File: src/rtl/aclk_entry_ctrl.sv
// Key-entry controller for the digital watch: sequences TIME/ALARM digit entry with timeout and abort.
// Define ACLK_RANGE_CHECK_EN to enforce HH:MM digit limits when NUM_DIGITS == 4.
module aclk_entry_ctrl #(
  parameter int NUM_DIGITS  = 4,
  parameter int TIMEOUT_SEC = 10,
  localparam int DW = $clog2(NUM_DIGITS + 1),
  localparam int TW = $clog2(TIMEOUT_SEC + 1)
) (
  input  logic          clk,
  input  logic          reset,
  input  logic          one_second,
  input  logic          time_button,
  input  logic          alarm_button,
  input  logic [3:0]    key,
  input  logic          key_valid,
  output logic          shift,
  output logic          load_new_c,
  output logic          load_new_a,
  output logic          reset_count,
  output logic          show_a,
  output logic          show_current_time,
  output logic [DW-1:0] digit_count,
  output logic          entry_error,
  output logic          busy
);

  typedef enum logic [1:0] {IDLE, ENTRY, READY} state_e;
  typedef enum logic {MODE_TIME, MODE_ALARM} mode_e;

  state_e        state_q, state_d;
  mode_e         mode_q, mode_d;
  logic [DW-1:0] count_q, count_d;
  logic [TW-1:0] timer_q, timer_d;
  logic          time_prev_q, alarm_prev_q;
  logic          shift_q, shift_d;
  logic          load_c_q, load_c_d;
  logic          load_a_q, load_a_d;
  logic          err_q, err_d;

  logic time_edge, alarm_edge, mode_edge;
  logic digit_ok, range_ok, timeout_hit;

  assign time_edge   = time_button & ~time_prev_q;
  assign alarm_edge  = alarm_button & ~alarm_prev_q;
  assign mode_edge   = (mode_q == MODE_ALARM) ? alarm_edge : time_edge;
  // Fires on the tick that would bring the timer up to TIMEOUT_SEC.
  assign timeout_hit = one_second & (timer_q >= TW'(TIMEOUT_SEC - 1));
  assign digit_ok    = (key <= 4'd9) & range_ok;

`ifdef ACLK_RANGE_CHECK_EN
  logic [3:0] d0_q;

  always_comb begin
    range_ok = 1'b1;
    if (NUM_DIGITS == 4) begin
      case (int'(count_q))
        0:       range_ok = (key <= 4'd2);
        1:       range_ok = (d0_q != 4'd2) || (key <= 4'd3);
        2:       range_ok = (key <= 4'd5);
        default: range_ok = 1'b1;
      endcase
    end
  end

  always_ff @(posedge clk) begin
    if (reset) begin
      d0_q <= '0;
    end else if (shift_d && (count_q == '0)) begin
      d0_q <= key;
    end
  end
`else
  assign range_ok = 1'b1;
`endif

  always_comb begin
    state_d  = state_q;
    mode_d   = mode_q;
    count_d  = count_q;
    timer_d  = timer_q;
    shift_d  = 1'b0;
    load_c_d = 1'b0;
    load_a_d = 1'b0;
    err_d    = 1'b0;

    if ((state_q != IDLE) && one_second && (timer_q != TW'(TIMEOUT_SEC)))
      timer_d = timer_q + 1'b1;

    case (state_q)
      IDLE: begin
        if (time_edge) begin
          state_d = ENTRY;
          mode_d  = MODE_TIME;
          count_d = '0;
          timer_d = '0;
        end else if (alarm_edge) begin
          state_d = ENTRY;
          mode_d  = MODE_ALARM;
          count_d = '0;
          timer_d = '0;
        end
      end
      ENTRY: begin
        if (mode_edge) begin
          err_d   = 1'b1;
          state_d = IDLE;
        end else if (key_valid && !digit_ok) begin
          err_d   = 1'b1;
          state_d = IDLE;
        end else if (key_valid) begin
          shift_d = 1'b1;
          count_d = count_q + 1'b1;
          timer_d = '0;
          if (count_q == DW'(NUM_DIGITS - 1))
            state_d = READY;
        end else if (timeout_hit) begin
          err_d   = 1'b1;
          state_d = IDLE;
        end
      end
      READY: begin
        if (mode_edge) begin
          if (mode_q == MODE_TIME) load_c_d = 1'b1;
          else                     load_a_d = 1'b1;
          state_d = IDLE;
        end else if (timeout_hit) begin
          err_d   = 1'b1;
          state_d = IDLE;
        end
      end
      default: state_d = IDLE;
    endcase

    // Any return to IDLE wipes the entry progress in the same transition.
    if (state_d == IDLE) begin
      count_d = '0;
      timer_d = '0;
    end
  end

  always_ff @(posedge clk) begin
    if (reset) begin
      state_q      <= IDLE;
      mode_q       <= MODE_TIME;
      count_q      <= '0;
      timer_q      <= '0;
      time_prev_q  <= 1'b1;
      alarm_prev_q <= 1'b1;
      shift_q      <= 1'b0;
      load_c_q     <= 1'b0;
      load_a_q     <= 1'b0;
      err_q        <= 1'b0;
    end else begin
      state_q      <= state_d;
      mode_q       <= mode_d;
      count_q      <= count_d;
      timer_q      <= timer_d;
      time_prev_q  <= time_button;
      alarm_prev_q <= alarm_button;
      shift_q      <= shift_d;
      load_c_q     <= load_c_d;
      load_a_q     <= load_a_d;
      err_q        <= err_d;
    end
  end

  assign shift             = shift_q;
  assign load_new_c        = load_c_q;
  assign reset_count       = load_c_q;
  assign load_new_a        = load_a_q;
  assign entry_error       = err_q;
  assign digit_count       = count_q;
  assign busy              = (state_q != IDLE);
  assign show_a            = (busy & (mode_q == MODE_ALARM)) | ((state_q == IDLE) & alarm_button);
  assign show_current_time = ~show_a;

endmodule

File: config.mk
export PLATFORM = sky130hd
export DESIGN_NAME = aclk_entry_ctrl
export DESIGN_NICKNAME = d
export VERILOG_FILES = /design/src/rtl/aclk_entry_ctrl.sv
export SDC_FILE = /design/constraint.sdc
export NUM_CORES = 1
export LEC_CHECK = 0
export CORE_MARGIN = 3
export CORE_UTILIZATION = 40
export CTS_CLUSTER_DIAMETER = 150
export CTS_CLUSTER_SIZE = 14
export DETAILED_ROUTE_END_ITERATION = 6
export GPL_ROUTABILITY_DRIVEN = 0
export PLACE_DENSITY = 0.7
export SLEW_MARGIN = 5
export SYNTH_ARGS = -nofsm -noshare
export SYNTH_HDL_FRONTEND = slang
export SYNTH_SLANG_ARGS = --single-unit
File: constraint.sdc
create_clock -name clk -period 2.5 [get_ports clk]
set_clock_uncertainty 0.05 [all_clocks]
set_input_delay 0.5 -clock clk [delete_from_list [all_inputs] [get_ports clk]]
set_output_delay 0.5 -clock clk [all_outputs]
set_load 0.005 [all_outputs]
==> impl_metrics.env <==
export IMPL_outcome="finished, final reports clean"
export IMPL_r2r_slack_ns=0.35
export IMPL_grt_antenna_before_repair=0
export IMPL_clock_latency_ns=0.28
export IMPL_wl_met2_um=971
export IMPL_die_area_sq_um=3190
export IMPL_syn_inst=108
export IMPL_dpl_worst_slack_ns=0.0874
export IMPL_period_needed_ns=2.35
export IMPL_ctsHoldBuffers=0
export IMPL_r2r_start="timer_q[1]$_SDFF_PP0_"
export IMPL_start_util=0.439
export IMPL_remaining_drc_errors=0
export IMPL_synth_seq_cells=16
export IMPL_grt_usage=0.144
export IMPL_max_slew_margin_rel=0.693
export IMPL_ir_drop_v=0.000336
export IMPL_r2r_end="timer_q[3]$_SDFF_PP0_"
export IMPL_p_per_area_nw_per_um2=430
export IMPL_cts_root_buf="clkbuf_4"
export IMPL_fmax_ghz=0.426
export IMPL_startpoint_type="register"
export IMPL_routed_wl_met3_um=119
export IMPL_dpl_hpwl_um=1690
export IMPL_diodes=0
export IMPL_synth_seq_area_share=0.314
export IMPL_yosys_area_share_adder=0.123
export IMPL_netlist_top_cells_area="dfxtp_1 31%, ha_1 12%, nand3b_1 3.7%"
export IMPL_cts_buffer_depth=2
export IMPL_layout_setup_ws_ns=0.150
export IMPL_hold_viol=0
export IMPL_viasPerCell=5.35
export IMPL_top_layer_used="met4"
export IMPL_clk_pin_slew_ns=0.09
export IMPL_synth_distinct_cells=42
export IMPL_drtIter0Drc=14
export IMPL_yosysMostFrequentCell="dfxtp_1"
export IMPL_endpoint="show_current_time"
export IMPL_layout_drive_gt1_share=0.162
export IMPL_syn_nets=128
export IMPL_rows=17
export IMPL_max_stage_delay_ns=0.53
export IMPL_worstPathArrival_ns=1.80
export IMPL_reg2reg_depth=8
export IMPL_startpoint="state_q[1]$_SDFF_PP0_"
export IMPL_grt_pass1_vias=821
export IMPL_wl_met1_um=1060
export IMPL_setup_viol=0
export IMPL_rsz0062_at_grt="no"
export IMPL_core_sq_um=2320
export IMPL_vias=846
export IMPL_netlist_area_leader_share=0.314
export IMPL_grt_max_degree=11
export IMPL_synthXorXnorAreaFrac=0.0258
export IMPL_firstDrtPassIters=4
export IMPL_io_pins=21
export IMPL_endpoint_kind="primary output"
export IMPL_synth_edf_count=0
export IMPL_synth_top_family_by_area="simple AND/OR/NAND/NOR gates"
export IMPL_synthSimpleGateAreaFrac=0.280
export IMPL_path_class="register to primary output"
export IMPL_cts_max_level=1
export IMPL_final_period_utilization=0.940
export IMPL_io_buffers=19
export IMPL_yosys_top_cells_count="16 x dfxtp_1, 10 x ha_1, 8 x nor2_1"
export IMPL_crit_chain="inv_1 > ha_4 > mux2i_1 > clkdlybuf4s50_1"
export IMPL_p_leak_nw=0.468
export IMPL_synth_top_area_cell="dfxtp_1"
export IMPL_synth_compound_gate_area_share=0.182
export IMPL_nets=151
export IMPL_finalWirelength_um=2160
export IMPL_worstMarginPinSlew_ns=0.456
export IMPL_drv_slew=0
export IMPL_ys_warn_count=0
export IMPL_muxShareOfSynthArea=0.0307
export IMPL_ant_nets=0
export IMPL_postSynthAreaPerCell_sq_um=9.43
export IMPL_cts_sinks=16
export IMPL_critPathSlowestCell="clkdlybuf4s50_1"
export IMPL_async_reset_ff_frac=0
export IMPL_maxCapViolations=0
export IMPL_synth_area_sq_um=1020
export IMPL_dieHeight_um=56.5
export IMPL_grt_overflow_total=0
export IMPL_final_setup_tns_ns=0
export IMPL_hp_class="register to register"
export IMPL_die_w_um=56.5
export IMPL_cts_tree="built"
export IMPL_syn_to_final_growth_pct=26.9
export IMPL_synthFlopType="dfxtp_1"
export IMPL_crit_required_ns=1.95
export IMPL_crit_fanout=7
export IMPL_grt_pass1_wl_um=3660
export IMPL_post_drt_wl_per_cell_um=13.7
export IMPL_cts_buffers=3
## worst max-delay path, delay by kind of cell (launching register included)
family	cells	cell delay, ns
muxes	1	0.23
adders and majority gates	1	0.21
buffers and inverters	2	0.71
DFF	1	0.37
## metrics by stage
| step | area [sq um] | utilization | total power [W] | hold slack, ns | instances |
|---|---|---|---|---|---|
| after floorplan | 1020 | - | 0.000340 | 0.470 | 108 |
| after global placement | 1240 | 0.536 | 0.000385 | 0.484 | 154 |
| after detailed placement | 1240 | 0.536 | 0.000388 | 0.486 | 154 |
| after CTS | 1280 | 0.553 | 0.000559 | 0.506 | 158 |
| after global routing | 1290 | 0.557 | 0.000580 | 0.536 | 158 |
| final | 1290 | 0.557 | 0.000555 | 0.500 | 158 |
## kinds of logic after synthesis
| family | count (synthesis) |
|---|---|
| multiplexers | 3 |
| buffers and inverters | 11 |
| adder cells (fa/ha/maj) | 10 |
| AND/OR/NAND/NOR | 43 |
| flip-flops | 16 |
| AO/OA/AOI/OAI | 22 |
| XOR/XNOR | 3 |
## worst min-delay path by stage
stage / from / end / depth (start not counted) / slack [ns]
4_1_cts: digit_count[1]$_SDFFE_PP0P_ / digit_count[1]$_SDFFE_PP0P_ / 2 / 0.51
3_5_place_dp: digit_count[1]$_SDFFE_PP0P_ / digit_count[1]$_SDFFE_PP0P_ / 2 / 0.49
6_report: digit_count[1]$_SDFFE_PP0P_ / digit_count[1]$_SDFFE_PP0P_ / 2 / 0.50
5_1_grt: digit_count[0]$_SDFFE_PP0P_ / digit_count[0]$_SDFFE_PP0P_ / 2 / 0.54
2_1_floorplan: mode_q$_SDFFE_PP0P_ / mode_q$_SDFFE_PP0P_ / 2 / 0.47
3_3_place_gp: digit_count[1]$_SDFFE_PP0P_ / digit_count[1]$_SDFFE_PP0P_ / 2 / 0.48
## state kept, by name (all words and copies together), names as in the netlist
name          cells
alarm_prev_q      1
digit_count       3
shift             1
timer_q           4
entry_error       1
state_q           2
load_new_a        1
time_prev_q       1
mode_q            1
load_new_c        1
## layout by cell type (no fill, tap or decap), types with 3 or more instances in the layout
master           netlist  routed
dfxtp_1               16      16
nand2_1                3       3
ha_1                  10       9
clkbuf_4               0       3
nand3_1                5       5
nand3b_1               5       5
o21ai_0                5       5
clkdlybuf4s50_1        0      19
inv_1                  7       7
nor2_1                 8       8
nor4_1                 4       4
or2_2                  3       3
## routing by layer
metal | vias up | GRT usage
met2 | 19 | 0.228
met3 | 2 | 0.0667
li1 | 438 | -
met4 | 0 | 0.0339
met1 | 387 | 0.177
met5 | - | 0
## power by group
| part | switching (W) | total, W | internal (W) |
|---|---|---|---|
| Sequential | 0.00000378 | 0.000263 | 0.000260 |
| Clock | 0.0000806 | 0.000169 | 0.0000885 |
| Combinational | 0.0000630 | 0.000123 | 0.0000596 |
## what timing repair did
action                                  4_1_cts  5_1_grt
hold endpoints to repair                      0        0
endpoints found under the setup margin        1        2
buffers inserted                              0        0
resized for setup                             1        1
pin swaps                                     0        0
## final cells by class
cell class                      count  area, sq um
Clock buffer                        4         36.3
Fill cell                         207         1030
Inverter                            8         30.0
Multi-Input combinational cell     81          666
Sequential cell                    16          320
Tap cell                           28         35.0
Timing Repair Buffer               21          205
No activity file was read; power rests on OpenSTA's default activity.
==> variant 1 (same flow settings) <==
`TIMEOUT_SEC`: 10 -> 20.
--- a/src/rtl/aclk_entry_ctrl.sv
+++ b/src/rtl/aclk_entry_ctrl.sv
@@ -3,5 +3,5 @@
 module aclk_entry_ctrl #(
   parameter int NUM_DIGITS  = 4,
-  parameter int TIMEOUT_SEC = 10,
+  parameter int TIMEOUT_SEC = 20,
   localparam int DW = $clog2(NUM_DIGITS + 1),
   localparam int TW = $clog2(TIMEOUT_SEC + 1)
Behaviour: same outputs for any inputs over 10 cycles, from zero or initial values and one cycle with reset high; that may be too few to reach the edited logic, so the function may still have changed.
==> variant 1 against the original RTL <==
Total power down 4.6%. Final cell count increased by 1.9%. Count of clock-buffer cells in the layout decreased by 1. Synthesized area shrank 1.2%. Non-clock buffer count up 2. Design area shrank 1.5%. Wire length increased by 1.8%. Setup slack got worse by 0.014 ns. Sequential cell count is 1 higher. Critical endpoint unchanged.
==> variant 1: results (changes against the original RTL) <==
metric,value,unit,change
outcome,finished clean,,
cts_buffer_depth,2,,unchanged
synthArstFlopShare,0,%,unchanged
grtUsageMet1,18.0,%,+0.25 points
cts_buffers,3,,unchanged
final_nets,152,,+0.66%
synth_nets,127,,-0.78%
setup_viol,0,,unchanged
arrival,1.81,ns,
grt_pass1_wl,3600,um,-1.7%
h-tree-depth,1,,unchanged
post-cts-setup-buffers,0,,unchanged
largest_reg_flops,5,,+1
dp_hpwl,1750,um,+4.1%
slew_headroom,69.5,%,+0.18 points
leakagePower,0.000463,uW,-1.1%
largest-register,timer_q,,
met2_usage,23.5,%,+0.77 points
synth_top_cells_by_count,"dfxtp_1, ha_1, inv_1, nor3_1, a21oi_1",,
viasPerCell,5.48,,+2.3%
cp_max_fo,4,,-3
hp-class,reg -> reg,,
drt_iter0_markers,29,,+15
max_cap_viol_count,0,,unchanged
peakVddDrop,0.250,mV,-25%
cts_resized,0,,-1
cts_root_buffer,clkbuf_4,,
ys_top_cells_by_area,"dfxtp_1, ha_1, nor3_1",,
grt_usage,14.3,%,-0.12 points
period_share,94.6,%,+0.58 points
ys_seq_area_share,33.8,%,+2.4 points
synthDistinctLibCells,40,,-4.8%
wl_per_cell,13.7,um,about the same
grt_pass1_vias,859,,+4.6%
grt_use_met3,2.09,%,-4.6 points
grt_max_degree,11,,unchanged
yosys_warnings,0,,unchanged
clkSlewWorstSetupHoldPaths,0.10,ns,
internal_power,385,uW,-5.6%
drive_gt1_share,15.0,%,-1.1 points
n_antenna_cell,0,,unchanged
nFillCells,208,,+0.48%
hold_slack,0.448,ns,-0.0524 ns
dp_slack,0.128,ns,+0.0404 ns
firstDrtPassIters,4,,unchanged
clk_latency,0.29,ns,
grt_antenna_before_repair,0,,unchanged
rrSetupSlack,0.36,ns,
io_buffers,19,,unchanged
synth_ff_type,dfxtp_1,,
## variant 1: through the flow
stage | std cells | instance area [sq um]
2_1_floorplan | 109 | 1010
3_3_place_gp | 157 | 1250
3_5_place_dp | 157 | 1250
4_1_cts | 161 | 1270
5_1_grt | 161 | 1270
6_report | 161 | 1270
## variant 1: area by class of cell
class                   count  area [sq um]  share of cell area [%]
multi-input cells          82           624                    49.0
inverters                   7          26.3                    2.06
flip-flops and latches     17           340                    26.7
clock buffers               3          22.5                    1.77
well taps                  28          35.0                    2.75
repair buffers             23           220                    17.3
clock inverters             1          5.00                   0.393
## variant 1: final timing paths
kind | end | cells after the start | from
worst max-delay path | show_current_time | 4 | state_q[1]
worst min register to register | digit_count[2] | 2 | digit_count[2]
worst min-delay path | digit_count[2] | 2 | digit_count[2]
worst max register to register | timer_q[0] | 7 | timer_q[0]
## variant 1: layer usage
| layer | share of wire (%) | up-vias |
|---|---|---|
| met2 | 46 | 33 |
| met1 | 47 | 398 |
| met5 | 0 | - |
| met3 | 4.9 | 5 |
| li1 | - | 446 |
| met4 | 1.9 | 0 |
## variant 1: critical path: stages (launching register included)
cell and delay [ns]:
dfxtp_1 0.35, inv_1 0.15, ha_1 0.24, mux2i_1 0.24, clkdlybuf4s50_1 0.54
## variant 1: power by group through the flow
stage	clock, uW	combinational (uW)	sequential [uW]
6_report	147	103	279
5_1_grt	163	115	280
4_1_cts	154	103	279
3_5_place_dp	0	102	286
3_3_place_gp	0	102	285
2_1_floorplan	0	57.3	285
## variant 1: cells by family (layout without fill, tap and decap cells)
| group | count (synthesis) | in the layout | synth area share [%] |
|---|---|---|---|
| xor+xnor | 4 | 4 | 3.48 |
| buf+inv | 10 | 34 | 4.11 |
| compound gates | 25 | 25 | 20.8 |
| fa+ha+maj | 8 | 8 | 9.95 |
| simple gates | 41 | 41 | 23.8 |
| flops | 17 | 17 | 33.8 |
| mux | 4 | 4 | 4.10 |
==> variant 2 (same settings) <==
Made on the original files. Re-encode `state_e` (3 states) as one-hot, 3 bits wide.
--- a/src/rtl/aclk_entry_ctrl.sv
+++ b/src/rtl/aclk_entry_ctrl.sv
@@ -25,5 +25,5 @@
 );
 
-  typedef enum logic [1:0] {IDLE, ENTRY, READY} state_e;
+  typedef enum logic [2:0] {IDLE = 3'b001, ENTRY = 3'b010, READY = 3'b100} state_e;
   typedef enum logic {MODE_TIME, MODE_ALARM} mode_e;
 
Behaviour: no difference found for any inputs over 10 cycles, from zero or initial values and one cycle with reset high; not proved beyond that.
==> variant 2 against the original RTL <==
Count of clock-buffer cells in the layout stayed put. First-iteration DRC count is 43% lower. Synthesized area is 8.8% lower. Sequential cell count is 1 higher. Wire length about the same. Setup slack better by 0.041 ns. Design area down 7.6%. Total power shrank 2.5%. Largest power group unchanged.
==> variant 2: results (changes against the original RTL) <==
metric,value,unit,change
grt_use_met3,2.77,%,-3.9 points
h-tree-depth,1,,unchanged
slew_headroom,69.0,%,-0.31 points
drt_iter0_markers,8,,-6
hp-class,reg -> reg,,
grt_antenna_before_repair,0,,unchanged
fmax,433,MHz,+1.8%
grt_usage,17.9,%,+3.5 points
synthDistinctLibCells,38,,-9.5%
leakagePower,0.000449,uW,-4.1%
grt_max_degree,12,,+1
dp_slack,0.162,ns,+0.0743 ns
peakVddDrop,0.347,mV,+3.5%
cts_buffer_depth,2,,unchanged
grt_pass1_wl,3730,um,+1.9%
syn_inst,101,,-6.5%
rrSetupSlack,0.26,ns,-0.09 ns
clk_share,2.20,%,-0.61 points
dp_hpwl,1680,um,-0.56%
grt_pass1_vias,839,,+2.2%
nFillCells,202,,-2.4%
cp_slowest_stage_delay,0.52,ns,
wl_met3,91,um,-24%
arrival,1.76,ns,-0.04 ns
grtUsageMet1,21.7,%,+4.0 points
final_nets,143,,-5.3%
core-area,0.00208,sq mm,-10%
clock-sinks,17,,+1
n_antenna_cell,0,,unchanged
wl_per_cell,14.1,um,+3.4%
dr.max_layer_used,met4,,
largest-register,timer_q,,
synth_top_cells_by_count,"dfxtp_1, inv_1",,
wl_met1,965,um,-9.0%
viasPerCell,5.77,,+7.8%
routed-wl-met2,1060,um,+8.7%
via_count,883,,+4.4%
ys_seq_area_share,36.7,%,+5.2 points
hold_slack,0.482,ns,-0.0178 ns
dp_cells,149,,-3.2%
sh_seq_area,28.5,%,+3.7 points
postLayoutCellArea,0.00119,sq mm,-7.6%
clkbuf_count,4,,unchanged
buffer_area_share,18.4,%,+2.6 points
ys_top_cells_by_area,"dfxtp_1, ha_1, o211ai_1",,
synth_nets,117,,-8.6%
outcome,finished clean,,
nNonClkBuffers,23,,+9.5%
cp_max_fo,5,,-2
cts_resized,0,,-1
met2_usage,28.9,%,+6.1 points
multi_input_area_share,45.5,%,-6.0 points
crit_slowest_cell,clkdlybuf4s50_1,,
critical_path.top_delay_family,buffers and inverters,,
drive_gt1_share,12.7,%,-3.5 points
multi_input_cells,74,,-8.6%
## variant 2: cell types whose count changed in the layout (fill, tap and decap cells not counted), sizes merged, moves of 3 or more
cell | before | now
nor2 | 8 | 1
nand3b | 5 | 0
ha | 10 | 6
o211ai | 2 | 6
a21oi | 3 | 6
## variant 2: report_power, final
part,switching (uW),internal (uW)
clock,85.1,62.0
combinational,53.5,55.9
sequential,7.27,278
## variant 2: worst paths after layout
kind	startpoint	to	cells past startpoint
worst min-delay path	digit_count[2]	digit_count[2]	2
worst max register to register	timer_q[1]	digit_count[2]	6
worst min register to register	digit_count[2]	digit_count[2]	2
worst max-delay path	state_q[0]	show_current_time	5
## variant 2: logic make-up (layout without fill, tap and decap cells)
kind of cell / after synthesis / in the layout / share of synthesized area (%)
buf+inv: 10 / 35 / 5.26
simple gates: 34 / 34 / 23.3
fa+ha+maj: 6 / 6 / 8.09
mux: 2 / 2 / 2.16
compound gates: 29 / 29 / 21.7
xor+xnor: 3 / 3 / 2.83
flops: 17 / 17 / 36.7
